$ cat config.mk
export PLATFORM = sky130hd
export DESIGN_NAME = calc_key_sequencer
export DESIGN_NICKNAME = d
export VERILOG_FILES = /design/src/rtl/calc_pkg.sv /design/src/rtl/calc_key_classify.sv /design/src/rtl/calc_key_sequencer.sv
export SDC_FILE = /design/constraint.sdc
export NUM_CORES = 1
export LEC_CHECK = 0
export ABC_AREA = 1
export CORE_ASPECT_RATIO = 0.5
export CORE_MARGIN = 4
export CORE_UTILIZATION = 58
export DETAILED_ROUTE_END_ITERATION = 10
export PLACE_DENSITY_LB_ADDON = 0.1
export SLEW_MARGIN = 5
export SYNTH_ARGS = -nofsm -noshare
export SYNTH_HDL_FRONTEND = slang
export SYNTH_SLANG_ARGS = --single-unit
$ cat constraint.sdc
create_clock -name clk -period 4.9 [get_ports clk]
set_input_delay 0.98 -clock clk [delete_from_list [all_inputs] [get_ports clk]]
set_output_delay 0.98 -clock clk [all_outputs]
set_load 0.02 [all_outputs]
$ cat src/rtl/calc_pkg.sv
// Shared types and PS/2 scan-code constants for the calculator key sequencer.
package calc_pkg;

    typedef enum logic [1:0] {
        ADD = 2'd0,
        SUB = 2'd1,
        MUL = 2'd2,
        DIV = 2'd3
    } op_e;

    typedef enum logic [2:0] {
        DIGIT = 3'd0,
        OP    = 3'd1,
        DEL   = 3'd2,
        CLR   = 3'd3,
        ENT   = 3'd4,
        NONE  = 3'd5
    } key_e;

    typedef enum logic [1:0] {
        S_A    = 2'd0,
        S_B    = 2'd1,
        S_WAIT = 2'd2,
        S_RES  = 2'd3
    } state_e;

    // Classified key: kind plus the digit value or operator it carries
    typedef struct packed {
        key_e       kind;
        logic [3:0] digit;
        op_e        op;
    } key_t;

    localparam logic [7:0] SC_BRK = 8'hF0;
    localparam logic [7:0] SC_EXT = 8'hE0;
    localparam logic [7:0] SC_D0  = 8'h70;
    localparam logic [7:0] SC_D1  = 8'h69;
    localparam logic [7:0] SC_D2  = 8'h72;
    localparam logic [7:0] SC_D3  = 8'h7A;
    localparam logic [7:0] SC_D4  = 8'h6B;
    localparam logic [7:0] SC_D5  = 8'h73;
    localparam logic [7:0] SC_D6  = 8'h74;
    localparam logic [7:0] SC_D7  = 8'h6C;
    localparam logic [7:0] SC_D8  = 8'h75;
    localparam logic [7:0] SC_D9  = 8'h7D;
    localparam logic [7:0] SC_ADD = 8'h79;
    localparam logic [7:0] SC_SUB = 8'h7B;
    localparam logic [7:0] SC_MUL = 8'h7C;
    localparam logic [7:0] SC_DIV = 8'h4A;
    localparam logic [7:0] SC_DEL = 8'h71;
    localparam logic [7:0] SC_CLR = 8'h66;
    localparam logic [7:0] SC_ENT = 8'h5A;

endpackage

$ cat src/rtl/calc_key_classify.sv
// Combinational decode of a raw PS/2 byte into a calculator key class.
module calc_key_classify
    import calc_pkg::*;
(
    input  logic [7:0] i_scan_code,
    output key_t       o_key_c
);

    always_comb begin : classify
        o_key_c.kind  = NONE;
        o_key_c.digit = 4'd0;
        o_key_c.op    = ADD;
        case (i_scan_code)
            SC_D0:  begin o_key_c.kind = DIGIT; o_key_c.digit = 4'd0; end
            SC_D1:  begin o_key_c.kind = DIGIT; o_key_c.digit = 4'd1; end
            SC_D2:  begin o_key_c.kind = DIGIT; o_key_c.digit = 4'd2; end
            SC_D3:  begin o_key_c.kind = DIGIT; o_key_c.digit = 4'd3; end
            SC_D4:  begin o_key_c.kind = DIGIT; o_key_c.digit = 4'd4; end
            SC_D5:  begin o_key_c.kind = DIGIT; o_key_c.digit = 4'd5; end
            SC_D6:  begin o_key_c.kind = DIGIT; o_key_c.digit = 4'd6; end
            SC_D7:  begin o_key_c.kind = DIGIT; o_key_c.digit = 4'd7; end
            SC_D8:  begin o_key_c.kind = DIGIT; o_key_c.digit = 4'd8; end
            SC_D9:  begin o_key_c.kind = DIGIT; o_key_c.digit = 4'd9; end
            SC_ADD: begin o_key_c.kind = OP;    o_key_c.op    = ADD;  end
            SC_SUB: begin o_key_c.kind = OP;    o_key_c.op    = SUB;  end
            SC_MUL: begin o_key_c.kind = OP;    o_key_c.op    = MUL;  end
            SC_DIV: begin o_key_c.kind = OP;    o_key_c.op    = DIV;  end
            SC_DEL: o_key_c.kind = DEL;
            SC_CLR: o_key_c.kind = CLR;
            SC_ENT: o_key_c.kind = ENT;
            default: o_key_c.kind = NONE;
        endcase
    end

endmodule

$ cat src/rtl/calc_key_sequencer.sv
// Turns PS/2 make-codes into BCD operands/operator, runs the ALU req/ack
// handshake and holds the result for display and chaining.
module calc_key_sequencer
    import calc_pkg::*;
#(
    parameter int unsigned DIGITS     = 4,
    parameter int unsigned RES_DIGITS = 8
) (
    input  logic                              clk,
    input  logic                              rst_n,
    input  logic                              scan_valid,
    input  logic [7:0]                        scan_code,
    input  logic                              calc_ack,
    input  logic [4*RES_DIGITS-1:0]           res_bcd,
    input  logic                              res_err,
    output logic                              calc_req,
    output logic [4*DIGITS-1:0]               opa_bcd,
    output logic [4*DIGITS-1:0]               opb_bcd,
    output op_e                               op,
    output logic [4*RES_DIGITS-1:0]           disp_bcd,
    output logic [$clog2(RES_DIGITS+1)-1:0]   disp_cnt,
    output logic                              disp_err,
    output logic                              busy,
    output logic                              key_evt
);

    localparam int unsigned DIG_W  = 4 * DIGITS;
    localparam int unsigned RES_W  = 4 * RES_DIGITS;
    localparam int unsigned CNT_W  = $clog2(DIGITS + 1);
    localparam int unsigned DCNT_W = $clog2(RES_DIGITS + 1);

    state_e              r_state, w_state_nxt;
    logic [DIG_W-1:0]    r_a, r_b, w_a_nxt, w_b_nxt;
    logic [CNT_W-1:0]    r_cnt_a, r_cnt_b, w_cnt_a_nxt, w_cnt_b_nxt;
    op_e                 r_op, w_op_nxt;
    logic [RES_W-1:0]    r_res, w_res_nxt;
    logic                r_err, w_err_nxt;
    logic                r_brk, r_ext, w_brk_nxt, w_ext_nxt;
    logic                r_wait;
    logic [RES_W-1:0]    r_disp, w_disp_nxt;
    logic [DCNT_W-1:0]   r_disp_cnt, w_disp_cnt_nxt;
    logic                r_disp_err, w_disp_err_nxt;
    logic                r_evt, w_evt;

    key_t                w_key;
    key_e                w_kind;
    logic                w_live;
    logic                w_a_full, w_b_full;
    logic [DIG_W-1:0]    w_a_push, w_b_push;

    // Significant digits of a BCD value, never reported below one
    function automatic logic [DCNT_W-1:0] sig_digits(input logic [RES_W-1:0] v);
        logic [DCNT_W-1:0] n;
        n = DCNT_W'(1);
        for (int i = 0; i < int'(RES_DIGITS); i++) begin
            if (v[4*i +: 4] != 4'd0) n = DCNT_W'(i + 1);
        end
        return n;
    endfunction

    calc_key_classify u_classify (
        .i_scan_code (scan_code),
        .o_key_c     (w_key)
    );

    // A byte is a live key only when it is not a prefix and no break preceded it
    assign w_live   = scan_valid && (scan_code != SC_BRK) && (scan_code != SC_EXT) && !r_brk;
    assign w_kind   = w_live ? w_key.kind : NONE;
    assign w_a_full = (r_cnt_a == CNT_W'(DIGITS));
    assign w_b_full = (r_cnt_b == CNT_W'(DIGITS));
    assign w_a_push = (r_a << 4) | DIG_W'(w_key.digit);
    assign w_b_push = (r_b << 4) | DIG_W'(w_key.digit);

    always_comb begin : prefix_next
        w_brk_nxt = r_brk;
        w_ext_nxt = r_ext;
        if (scan_valid) begin
            if (scan_code == SC_BRK) begin
                w_brk_nxt = 1'b1;
            end else if (scan_code == SC_EXT) begin
                w_ext_nxt = 1'b1;
            end else begin
                w_brk_nxt = 1'b0;
                w_ext_nxt = 1'b0;
            end
        end
    end

    always_ff @(posedge clk) begin : state_reg
        if (!rst_n) r_state <= S_A;
        else        r_state <= w_state_nxt;
    end

    always_comb begin : next_state
        w_state_nxt = r_state;
        case (r_state)
            S_A: begin
                if (w_kind == OP) w_state_nxt = S_B;
            end
            S_B: begin
                if (w_kind == CLR)                                 w_state_nxt = S_A;
                else if (w_kind == DEL && r_cnt_b == CNT_W'(0))    w_state_nxt = S_A;
                else if (w_kind == ENT && r_cnt_b != CNT_W'(0))    w_state_nxt = S_WAIT;
            end
            S_WAIT: begin
                if (calc_ack) w_state_nxt = S_RES;
            end
            S_RES: begin
                if (w_kind == DIGIT || w_kind == CLR) w_state_nxt = S_A;
                else if (w_kind == OP && !r_err)      w_state_nxt = S_B;
            end
            default: w_state_nxt = S_A;
        endcase
    end

    always_comb begin : outputs_next
        w_a_nxt        = r_a;
        w_b_nxt        = r_b;
        w_cnt_a_nxt    = r_cnt_a;
        w_cnt_b_nxt    = r_cnt_b;
        w_op_nxt       = r_op;
        w_res_nxt      = r_res;
        w_err_nxt      = r_err;
        w_evt          = 1'b0;
        w_disp_nxt     = '0;
        w_disp_cnt_nxt = '0;
        w_disp_err_nxt = 1'b0;

        if (w_kind == CLR && r_state != S_WAIT) begin
            w_a_nxt     = '0;
            w_b_nxt     = '0;
            w_cnt_a_nxt = '0;
            w_cnt_b_nxt = '0;
            w_op_nxt    = ADD;
            w_res_nxt   = '0;
            w_err_nxt   = 1'b0;
            w_evt       = 1'b1;
        end else begin
            case (r_state)
                S_A: begin
                    if (w_kind == DIGIT && !w_a_full) begin
                        w_a_nxt     = w_a_push;
                        w_cnt_a_nxt = r_cnt_a + CNT_W'(1);
                        w_evt       = 1'b1;
                    end else if (w_kind == OP) begin
                        w_op_nxt    = w_key.op;
                        w_b_nxt     = '0;
                        w_cnt_b_nxt = '0;
                        w_evt       = 1'b1;
                    end else if (w_kind == DEL && r_cnt_a != CNT_W'(0)) begin
                        w_a_nxt     = r_a >> 4;
                        w_cnt_a_nxt = r_cnt_a - CNT_W'(1);
                        w_evt       = 1'b1;
                    end
                end
                S_B: begin
                    if (w_kind == DIGIT && !w_b_full) begin
                        w_b_nxt     = w_b_push;
                        w_cnt_b_nxt = r_cnt_b + CNT_W'(1);
                        w_evt       = 1'b1;
                    end else if (w_kind == OP && r_cnt_b == CNT_W'(0)) begin
                        w_op_nxt    = w_key.op;
                        w_evt       = 1'b1;
                    end else if (w_kind == DEL) begin
                        // Deleting from an empty B steps back to editing A
                        if (r_cnt_b != CNT_W'(0)) begin
                            w_b_nxt     = r_b >> 4;
                            w_cnt_b_nxt = r_cnt_b - CNT_W'(1);
                        end
                        w_evt = 1'b1;
                    end else if (w_kind == ENT && r_cnt_b != CNT_W'(0)) begin
                        w_evt = 1'b1;
                    end
                end
                S_WAIT: begin
                    if (calc_ack) begin
                        w_res_nxt = res_bcd;
                        w_err_nxt = res_err;
                    end
                end
                S_RES: begin
                    if (w_kind == DIGIT) begin
                        w_a_nxt     = DIG_W'(w_key.digit);
                        w_cnt_a_nxt = CNT_W'(1);
                        w_b_nxt     = '0;
                        w_cnt_b_nxt = '0;
                        w_op_nxt    = ADD;
                        w_res_nxt   = '0;
                        w_err_nxt   = 1'b0;
                        w_evt       = 1'b1;
                    end else if (w_kind == OP && !r_err) begin
                        w_a_nxt     = r_res[DIG_W-1:0];
                        w_cnt_a_nxt = CNT_W'(DIGITS);
                        w_op_nxt    = w_key.op;
                        w_b_nxt     = '0;
                        w_cnt_b_nxt = '0;
                        w_evt       = 1'b1;
                    end
                end
                default: ;
            endcase
        end

        case (w_state_nxt)
            S_A: begin
                w_disp_nxt     = RES_W'(w_a_nxt);
                w_disp_cnt_nxt = DCNT_W'(w_cnt_a_nxt);
            end
            S_B, S_WAIT: begin
                w_disp_nxt     = RES_W'(w_b_nxt);
                w_disp_cnt_nxt = DCNT_W'(w_cnt_b_nxt);
            end
            default: begin
                w_disp_nxt     = w_res_nxt;
                w_disp_cnt_nxt = sig_digits(w_res_nxt);
                w_disp_err_nxt = w_err_nxt;
            end
        endcase
    end

    always_ff @(posedge clk) begin : data_reg
        if (!rst_n) begin
            r_a        <= '0;
            r_b        <= '0;
            r_cnt_a    <= '0;
            r_cnt_b    <= '0;
            r_op       <= ADD;
            r_res      <= '0;
            r_err      <= 1'b0;
            r_brk      <= 1'b0;
            r_ext      <= 1'b0;
            r_wait     <= 1'b0;
            r_disp     <= '0;
            r_disp_cnt <= '0;
            r_disp_err <= 1'b0;
            r_evt      <= 1'b0;
        end else begin
            r_a        <= w_a_nxt;
            r_b        <= w_b_nxt;
            r_cnt_a    <= w_cnt_a_nxt;
            r_cnt_b    <= w_cnt_b_nxt;
            r_op       <= w_op_nxt;
            r_res      <= w_res_nxt;
            r_err      <= w_err_nxt;
            r_brk      <= w_brk_nxt;
            r_ext      <= w_ext_nxt;
            r_wait     <= (w_state_nxt == S_WAIT);
            r_disp     <= w_disp_nxt;
            r_disp_cnt <= w_disp_cnt_nxt;
            r_disp_err <= w_disp_err_nxt;
            r_evt      <= w_evt;
        end
    end

    assign calc_req = r_wait;
    assign busy     = r_wait;
    assign opa_bcd  = r_a;
    assign opb_bcd  = r_b;
    assign op       = r_op;
    assign disp_bcd = r_disp;
    assign disp_cnt = r_disp_cnt;
    assign disp_err = r_disp_err;
    assign key_evt  = r_evt;

endmodule

==> results.cfg, run 1 <==
[placed_design]
port_buffers = 118
gp_congestion = 1.01
dp_hpwl_um = 17400

[floorplanning]
start_util = 0.596
die_x_um = 164
die_area_mm2 = 0.0142
die_height_um = 86.1
ioPinCount = 119
rows = 28
coreArea_mm2 = 0.0119

[yosys]
synth_cells = 1134
synth_area_mm2 = 0.00708
synth_ff_type = dfxtp_1
synth_fp_nets = 1194
synth_top_area_frac = 0.325
yosys.cell_count.top_type = nand2_1
synthTopCellsByArea = dfxtp_1 33%, nand2_1 15%, o21ai_0 7.8%
yosysWarnings = 0
synth_edf_count = 0
synth.largest_area_cell = dfxtp_1
synth_cell_type_count = 38
synth_seq_area_share = 0.325
syn_area_per_cell_um2 = 6.25
synthArstFlopShare = 0
ys_ff_latch = 115
synth_common_cells = 277 x nand2_1, 142 x inv_1, 142 x nor2_1, 115 x dfxtp_1, 111 x o21ai_0

[detailed_routing]
dr.pass1.iters = 8
detail-route-antenna-nets = 0
via_per_inst = 5.74
first_iter_violations = 1078
drc = 0
via_count = 8129
wire_per_inst_um = 16.9
wl_um = 23900

[global_routing]
grt-ovfl-total = 0
grt_pass1_vias = 7377
grt_start_max_net_pins = 55
antenna_found_initial = 0
grt_pass1_wl_um = 38200
grt_usage = 0.343

[power]
power_density_mw_per_mm2 = 275
p_total_w = 0.00246
vdd_drop_max_mv = 0.233
p_leak_nw = 4.01

[hold_path]
hold_depth = 2
hold_start = op[1]$_SDFFE_PP0P_
hold_class = reg2reg
min_to = op[1]$_SDFFE_PP0P_

[finish]
antenna_cells = 0
syn2layout_area_growth_pct = 26.3
layout.nets = 1298
final_util = 0.753
drive_gt1_frac = 0.0735

[sta]
clock.fmax_mhz = 237
drv_slew = 0
setup-violations-final = 0
tightest_slew_ns = 1.04
period_minus_slack_ns = 4.22
period_share = 0.860
hold_violations = 0
slew_headroom = 0.301
finClkSkew_ns = 0.0150
rsz0062_at_grt = no
setup_tns_ns = 0

[status]
status = completed

[clock_network]
cts_resized = 0
holdBufCountCts = 0
cts_buffers = 17
cts_tree = built
post-cts-setup-buffers = 0
cts_buffer_depth = 2
clk_pin_slew_ns = 0.06
clk_latency_ns = 0.43
htreeDepth = 4
root_buffer = clkbuf_16
cts.sinks = 115

[worst_setup_path]
crit_type = in2reg
r2r-start = r_state[1]$_SDFF_PN0_
timing.rr.end = disp_cnt[2]$_SDFF_PN0_
rrSetupSlack_ns = 1.65
cp_slowest_stage_delay_ns = 0.62
crit_path_top_delay_cell = clkdlybuf4s50_1
cp_max_fo = 12
crit_top_cell = nand2_1
start_kind = input port
cp_cell_sequence = clkdlybuf4s50_1 > nand2_1 > inv_1 > nand2_1 > nor2_1 > nor2_1 > nand2_2 > nor2_1 > nand2_4 > nand2_4 > nor2_1 > nand2_1 > inv_1 > nor2_1 > nor3_1 > nand3_1 > o21ai_1 > nand2_1 > nand2_1 > nand3_1 > nand2_1
arrival_ns = 4.58
endpoint_kind = flip-flop
required_ns = 5.27
reg2reg_depth = 10

[run]
max_cap_violations = 0
-- final cells by class --
class,count,area (um^2)
Multi-Input combinational cell,816,3960
Fill cell,928,2930
Clock inverter,13,151
Inverter,151,572
Timing Repair Buffer,137,1320
Sequential cell,115,2300
Tap cell,165,206
Clock buffer,19,433
-- critical path: cells and delay by family --
kind | cells | cell delay, ns
compound gates | 1 | 0.13
buf+inv | 3 | 1.08
simple gates | 17 | 2.40
-- how the worst max path moves through the flow --
stage / startpoint / to / slack [ns] / cells past startpoint
finish: scan_code[2] / disp_cnt[1]$_SDFF_PN0_ / 0.68 / 21
global route: scan_code[2] / disp_bcd[7]$_SDFF_PN0_ / 0.33 / 23
CTS: scan_code[2] / disp_bcd[7]$_SDFF_PN0_ / 0.82 / 23
detailed placement: scan_code[2] / disp_bcd[15]$_SDFF_PN0_ / 0.45 / 22
global placement: scan_code[2] / disp_bcd[15]$_SDFF_PN0_ / 0.47 / 21
floorplan: scan_code[5] / disp_bcd[3]$_SDFF_PN0_ / 1.29 / 21
-- registers in the layout, summed over array words and instances, names as in the netlist, 2 cells and up --
| signal | count |
|---|---|
| opa_bcd | 16 |
| op | 2 |
| opb_bcd | 16 |
| r_res | 32 |
| r_cnt_a | 3 |
| disp_cnt | 4 |
| r_state | 2 |
| r_cnt_b | 3 |
| disp_bcd | 32 |
-- cell usage in the layout, fill, tap and decap left out, drive strengths merged, types with 3 or more instances in the layout --
master,count
inv,153
o211ai,27
xnor2,3
buf,19
nor2,154
nor3,3
clkinvlp,4
nand2,289
clkbuf,19
ha,15
a21oi,85
dfxtp,115
clkinv,5
o21ai,128
nand4,9
clkdlybuf4s50,118
a21boi,6
nand3,85
a211oi,3
-- where the power goes --
part           internal (W)  leakage [nW]  switching (W)  total (W)
Sequential         0.000948         0.927      0.0000137   0.000962
Clock              0.000755         0.271       0.000497    0.00125
Combinational     0.0000968          2.81       0.000154   0.000251
-- cell families (layout without fill, tap and decap cells) --
| group | Yosys count | count (layout) | synth area share |
|---|---|---|---|
| adders and majority gates | 15 | 15 | 0.0265 |
| DFF | 115 | 115 | 0.325 |
| AOI/OAI and AO/OA | 256 | 256 | 0.196 |
| buffers and inverters | 203 | 320 | 0.116 |
| xor gates and xnor gates | 3 | 3 | 0.00371 |
| and+or+nand+nor | 542 | 542 | 0.333 |
-- per-stage QoR --
step / hold WS, ns / setup slack [ns] / cells / cell area [um^2]
final: 0.445 / 0.685 / 1416 / 8950
after global routing: 0.481 / 0.332 / 1416 / 8950
after CTS: 0.451 / 0.823 / 1416 / 8950
after detailed placement: 0.443 / 0.445 / 1384 / 8360
after global placement: 0.434 / 0.468 / 1384 / 8360
after floorplan: 0.487 / 1.29 / 1134 / 7080
-- layer usage --
metal	global-route usage	vias up	wire (um)
li1	-	3866	-
met1	0.473	3672	10100
met2	0.503	546	9900
met3	0.134	45	3520
met4	0.0860	0	382
met5	0	-	0
No activity file was read; power rests on OpenSTA's default activity.
==> inputs of run 2 (changes only) <==
- GPL_ROUTABILITY_DRIVEN: unset -> 0
- SYNTH_HIERARCHICAL: unset -> 1
==> run 2 against run 1 <==
The flow now finishes with violations (DRC). Die area shrank 0.56%. Routed wire length shrank 4.3%. Clock power grew 7%. Highest routed layer unchanged. Global-route usage shrank 2.1 points. Sequential cell count is the same. First-iteration DRC count shrank 5.4%. Cell area grew 0.25%. Critical endpoint is now disp_bcd[12]$_SDFF_PN0_. Critical path type unchanged. Sequential share of layout area shrank 0.065 points.
==> results.cfg, run 2 <==
[sta]
slew_headroom = 0.260
setup-violations-final = 0
clock.fmax_mhz = 224
drv_slew = 0
rsz0062_at_grt = no
setup_tns_ns = 0
hold_violations = 0
period_minus_slack_ns = 4.46
period_share = 0.909
tightest_slew_ns = 1.11
finClkSkew_ns = 0.0111

[floorplanning]
ioPinCount = 119
die_area_mm2 = 0.0141
rows = 28
die_x_um = 164
die_height_um = 85.9
coreArea_mm2 = 0.0118
start_util = 0.595

[clock_network]
clk_latency_ns = 0.42
cts_buffer_depth = 2
cts_buffers = 17
cts.sinks = 115
clk_pin_slew_ns = 0.06
htreeDepth = 4
holdBufCountCts = 0
cts_tree = built
root_buffer = clkbuf_16

[yosys]
synthTopCellsByArea = dfxtp_1 33%, nand2_1 13%, nor2_1 8.8%
synth_cells = 1112
synth_fp_nets = 1172
ys_ff_latch = 115
synth_edf_count = 0
yosys.cell_count.top_type = nand2_1
synth_common_cells = 238 x nand2_1, 165 x nor2_1, 115 x dfxtp_1, 104 x inv_1, 95 x a21oi_1
syn_area_per_cell_um2 = 6.33
synth_area_mm2 = 0.00704
yosysWarnings = 6
synthArstFlopShare = 0
synth_top_area_frac = 0.327
synth_seq_area_share = 0.327
synth_ff_type = dfxtp_1
synth.largest_area_cell = dfxtp_1
synth_cell_type_count = 43

[worst_setup_path]
endpoint_kind = flip-flop
cp_max_fo = 15
required_ns = 5.24
start_kind = input port
crit_type = in2reg
arrival_ns = 4.80

[status]
status = finished, violations left
violations = DRC

[finish]
layout_commonest_cell = nand2_1
drive_gt1_frac = 0.100
layout.nets = 1274
final_cell_mix = 238 x nand2_1, 165 x nor2_1, 117 x clkdlybuf4s50_1, 115 x dfxtp_1, 104 x inv_1
antenna_cells = 0
syn2layout_area_growth_pct = 27.4
final_util = 0.758

[hold_path]
hold_class = reg2reg

[global_routing]
grt_pass1_wl_um = 36000
grt-ovfl-total = 0
grt_usage = 0.322
antenna_found_initial = 0
grt_pass1_vias = 7239
grt_start_max_net_pins = 40

[power]
p_leak_nw = 3.90
power_density_mw_per_mm2 = 327
vdd_drop_max_mv = 0.226

[detailed_routing]
detail-route-antenna-nets = 0
dr.pass1.iters = 9
wire_per_inst_um = 16.5
via_count = 8013
via_per_inst = 5.76
wl_um = 22900
drc = 2
first_iter_violations = 1020

[placed_design]
port_buffers = 118
dp_hpwl_um = 16300

[run]
max_cap_violations = 0
## run 2: changes by cell type after synthesis, sizes merged, moves of 10 or more
cell,before,now
clkbuf,24,35
or2,1,33
nand3,85,70
o211ai,27,14
nand2,289,249
a21oi,85,97
nand4,9,20
inv,151,115
nor2,154,178
o21ai,128,100
nand3b,0,10
nor3,3,13
## run 2: worst max-delay path, cell delays in order
cell and delay [ns]:
clkdlybuf4s50_1 0.58, inv_1 0.13, nor2_2 0.18, nand2_1 0.10
nor2_1 0.18, nor2_1 0.06, nand2_1 0.06, nor2_1 0.03
nand2_1 0.07, nand2_1 0.05, inv_1 0.15, nand4_4 0.16
nor2_4 0.16, nand2_4 0.10, nor2_8 0.12, inv_2 0.09
a31oi_1 0.18, o21ai_0 0.11, a22oi_1 0.22, inv_1 0.11
ha_1 0.27, nor2_1 0.18, buf_4 0.27, nor2_1 0.12
a21oi_1 0.15
## run 2: cell families (layout without fill, tap and decap cells)
logic type	count (synthesis)	count (layout)	synth area share
adder cells (fa/ha/maj)	15	15	0.0267
flip-flops	115	115	0.327
XOR/XNOR	1	1	0.00124
buffers and inverters	174	288	0.0986
AND/OR/NAND/NOR	575	575	0.369
AO/OA/AOI/OAI	232	232	0.178
## run 2: area by class of cell
type / count / area [um^2]
Timing Repair Buffer: 140 / 1350
Tap cell: 165 / 206
Clock buffer: 17 / 425
Inverter: 117 / 442
Fill cell: 949 / 2870
Clock inverter: 14 / 203
Sequential cell: 115 / 2300
Multi-Input combinational cell: 823 / 4040
## run 2: per-stage QoR
stage	hold slack (ns)	worst slack, ns	area, um^2	total power (W)	std cells
3_5_place_dp	0.461	0.118	8340	0.00159	1360
5_1_grt	0.497	0.0685	8970	0.00303	1391
2_1_floorplan	0.462	0.645	7040	0.00138	1112
4_1_cts	0.471	0.476	8970	0.00291	1391
6_report	0.467	0.444	8970	0.00293	1391
3_3_place_gp	0.461	0.363	8340	0.00158	1360
## run 2: metal layers
metal | vias to the layer above | track usage | wire length [um]
met2 | 562 | 0.488 | 9670
met3 | 77 | 0.0807 | 2950
met5 | - | 0 | 0
li1 | 3820 | - | -
met4 | 0 | 0.111 | 541
met1 | 3554 | 0.448 | 9740
## run 2: what timing repair did
item	4_1_cts	5_1_grt
setup endpoints to repair	0	6
gates resized for setup	0	3
buffers inserted	0	0
## run 2: report_power, final
part	switching, W	leakage (nW)	internal (W)
Sequential	0.0000404	0.928	0.000978
Clock	0.000486	0.304	0.000855
Combinational	0.000366	2.67	0.000208
Total	0.000892	3.90	0.00204
## run 2: worst paths after layout
check                             start                      end  slack, ns  depth (start not counted)
setup / recovery           scan_code[3]  disp_bcd[12]$_SDFF_PN0_       0.44                         25
hold / removal       op[1]$_SDFFE_PP0P_       op[1]$_SDFFE_PP0P_       0.47                          2
setup reg to reg  r_state[1]$_SDFF_PN0_  disp_bcd[12]$_SDFF_PN0_       1.86                         14
hold reg to reg      op[1]$_SDFFE_PP0P_       op[1]$_SDFFE_PP0P_       0.47                          2
==> inputs of run 3 (changes only) <==
- GPL_TIMING_DRIVEN: unset -> 0
- SYNTH_HIERARCHICAL: 1 -> unset
==> run 3 against run 2 <==
The run now ends clean. Sequential share of layout area decreased by 0.33 points. Worst hold slack lost 0.013 ns. Global-route usage rose by 3.5 points. Count of clock-buffer cells in the layout is 1 higher. Non-clock buffer count grew 31. First-iteration DRC count is 12% higher. Die area grew 0.56%. Critical path type unchanged. Largest power group unchanged. Highest routed layer unchanged.
==> results.cfg, run 3 (same netlist as run 1, synthesis figures left out) <==
[finish]
layout_commonest_cell = nand2_1
layout.nets = 1332
drive_gt1_frac = 0.0778
final_area_mm2 = 0.00909
final_cell_mix = 277 x nand2_1, 142 x inv_1, 142 x nor2_1, 118 x clkdlybuf4s50_1, 115 x dfxtp_1
final_util = 0.765
syn2layout_area_growth_pct = 28.3
antenna_cells = 0

[global_routing]
grt-ovfl-total = 0
grt_pass1_wl_um = 39400
grt_usage = 0.357
antenna_found_initial = 0
grt_pass1_vias = 7941
grt_start_max_net_pins = 17

[floorplanning]
rows = 28
die_area_mm2 = 0.0142
coreArea_mm2 = 0.0119
die_height_um = 86.1
die_x_um = 164
ioPinCount = 119
start_util = 0.596

[worst_setup_path]
reg2reg_depth = 14
endpoint_kind = flip-flop
r2r-start = r_state[0]$_SDFF_PN0_
rrSetupSlack_ns = 0.93
arrival_ns = 4.99
timing.rr.end = disp_bcd[8]$_SDFF_PN0_
start_kind = input port
crit_type = in2reg
required_ns = 5.23
cp_max_fo = 10
critPathLaunch = scan_code[2]
cp-endpoint = disp_bcd[8]$_SDFF_PN0_

[placed_design]
port_buffers = 118
place_area_mm2 = 0.00847
dp_hpwl_um = 18500
place_worst_setup_slack_ns = -0.132

[detailed_routing]
first_iter_violations = 1142
drc = 0
dr.pass1.iters = 7
wire_per_inst_um = 17.3
detail-route-antenna-nets = 0
via_count = 8496
via_per_inst = 5.86
wl_um = 25000

[clock_network]
clk_pin_slew_ns = 0.06
cts.sinks = 115
htreeDepth = 4
cts_buffer_depth = 2
clk_latency_ns = 0.43
holdBufCountCts = 0
cts_buffers = 17
root_buffer = clkbuf_16
cts_tree = built

[sta]
slew_headroom = 0.406
tightest_slew_ns = 0.891
clock.fmax_mhz = 215
period_share = 0.949
setup-violations-final = 0
drv_slew = 0
period_minus_slack_ns = 4.65
setup_ws_ns = 0.248
hold_ws_ns = 0.453
hold_violations = 0
finClkSkew_ns = 0.0109
setup_tns_ns = 0

[power]
vdd_drop_max_mv = 0.183
p_leak_nw = 4.07
power_density_mw_per_mm2 = 276

[status]
status = completed

[hold_path]
hold_class = reg2reg
hold_depth = 2

[run]
max_cap_violations = 0
[run 3: area by class of cell]
class	count	area [um^2]
clock inverter	14	168
multi-input combinational	816	3960
timing repair buffer	119	1190
clock buffer	18	439
sequential	115	2300
fill	894	2790
inverter	151	572
buffer	52	250
tap	165	206
[run 3: worst min path at each step]
stage	startpoint	to	slack, ns
after detailed placement	op[0]$_SDFFE_PP0P_	op[0]$_SDFFE_PP0P_	0.45
final	op[0]$_SDFFE_PP0P_	op[0]$_SDFFE_PP0P_	0.45
after CTS	op[0]$_SDFFE_PP0P_	op[0]$_SDFFE_PP0P_	0.45
after global placement	op[0]$_SDFFE_PP0P_	op[0]$_SDFFE_PP0P_	0.43
after global routing	op[0]$_SDFFE_PP0P_	op[0]$_SDFFE_PP0P_	0.48
after floorplan	r_brk$_SDFFE_PN0P_	r_brk$_SDFFE_PN0P_	0.49
[run 3: power breakdown]
part / switching (W) / internal (W) / leakage (nW)
Combinational: 0.000164 / 0.0000968 / 2.85
Clock: 0.000511 / 0.000778 / 0.292
Sequential: 0.0000114 / 0.000948 / 0.927
Total: 0.000686 / 0.00182 / 4.07
[run 3: timing repair]
item                                    4_1_cts  5_1_grt
buffers inserted                              0        1
resized for setup                             0        2
endpoints found under the setup margin        0       10
[run 3: worst max-delay path: stages]
cell and delay, ns:
clkdlybuf4s50_1 0.62, nand2_1 0.14, inv_1 0.07, nand2_1 0.06, nor2_1 0.16, nor2_1 0.09, nand2_2 0.17, nor2_1 0.10
nand2_4 0.11, nand2_4 0.08, inv_1 0.10, nand2_1 0.08, o211ai_1 0.32, o21ai_0 0.14, o21ai_0 0.23, o21ai_0 0.23
ha_1 0.37, nand2_1 0.11, inv_1 0.23, clkbuf_2 0.26, a21oi_1 0.10, a21oi_1 0.22
[run 3: through the flow]
step,total power [W],cells
after floorplan,0.00112,1134
after global placement,0.00122,1417
after detailed placement,0.00123,1417
after CTS,0.00249,1449
after global routing,0.00257,1450
final,0.00251,1450
[run 3: routing by layer]
layer	global-route usage	wire, um
met4	0.122	688
met5	0	0
met1	0.469	10000
met2	0.530	10200
met3	0.150	4120
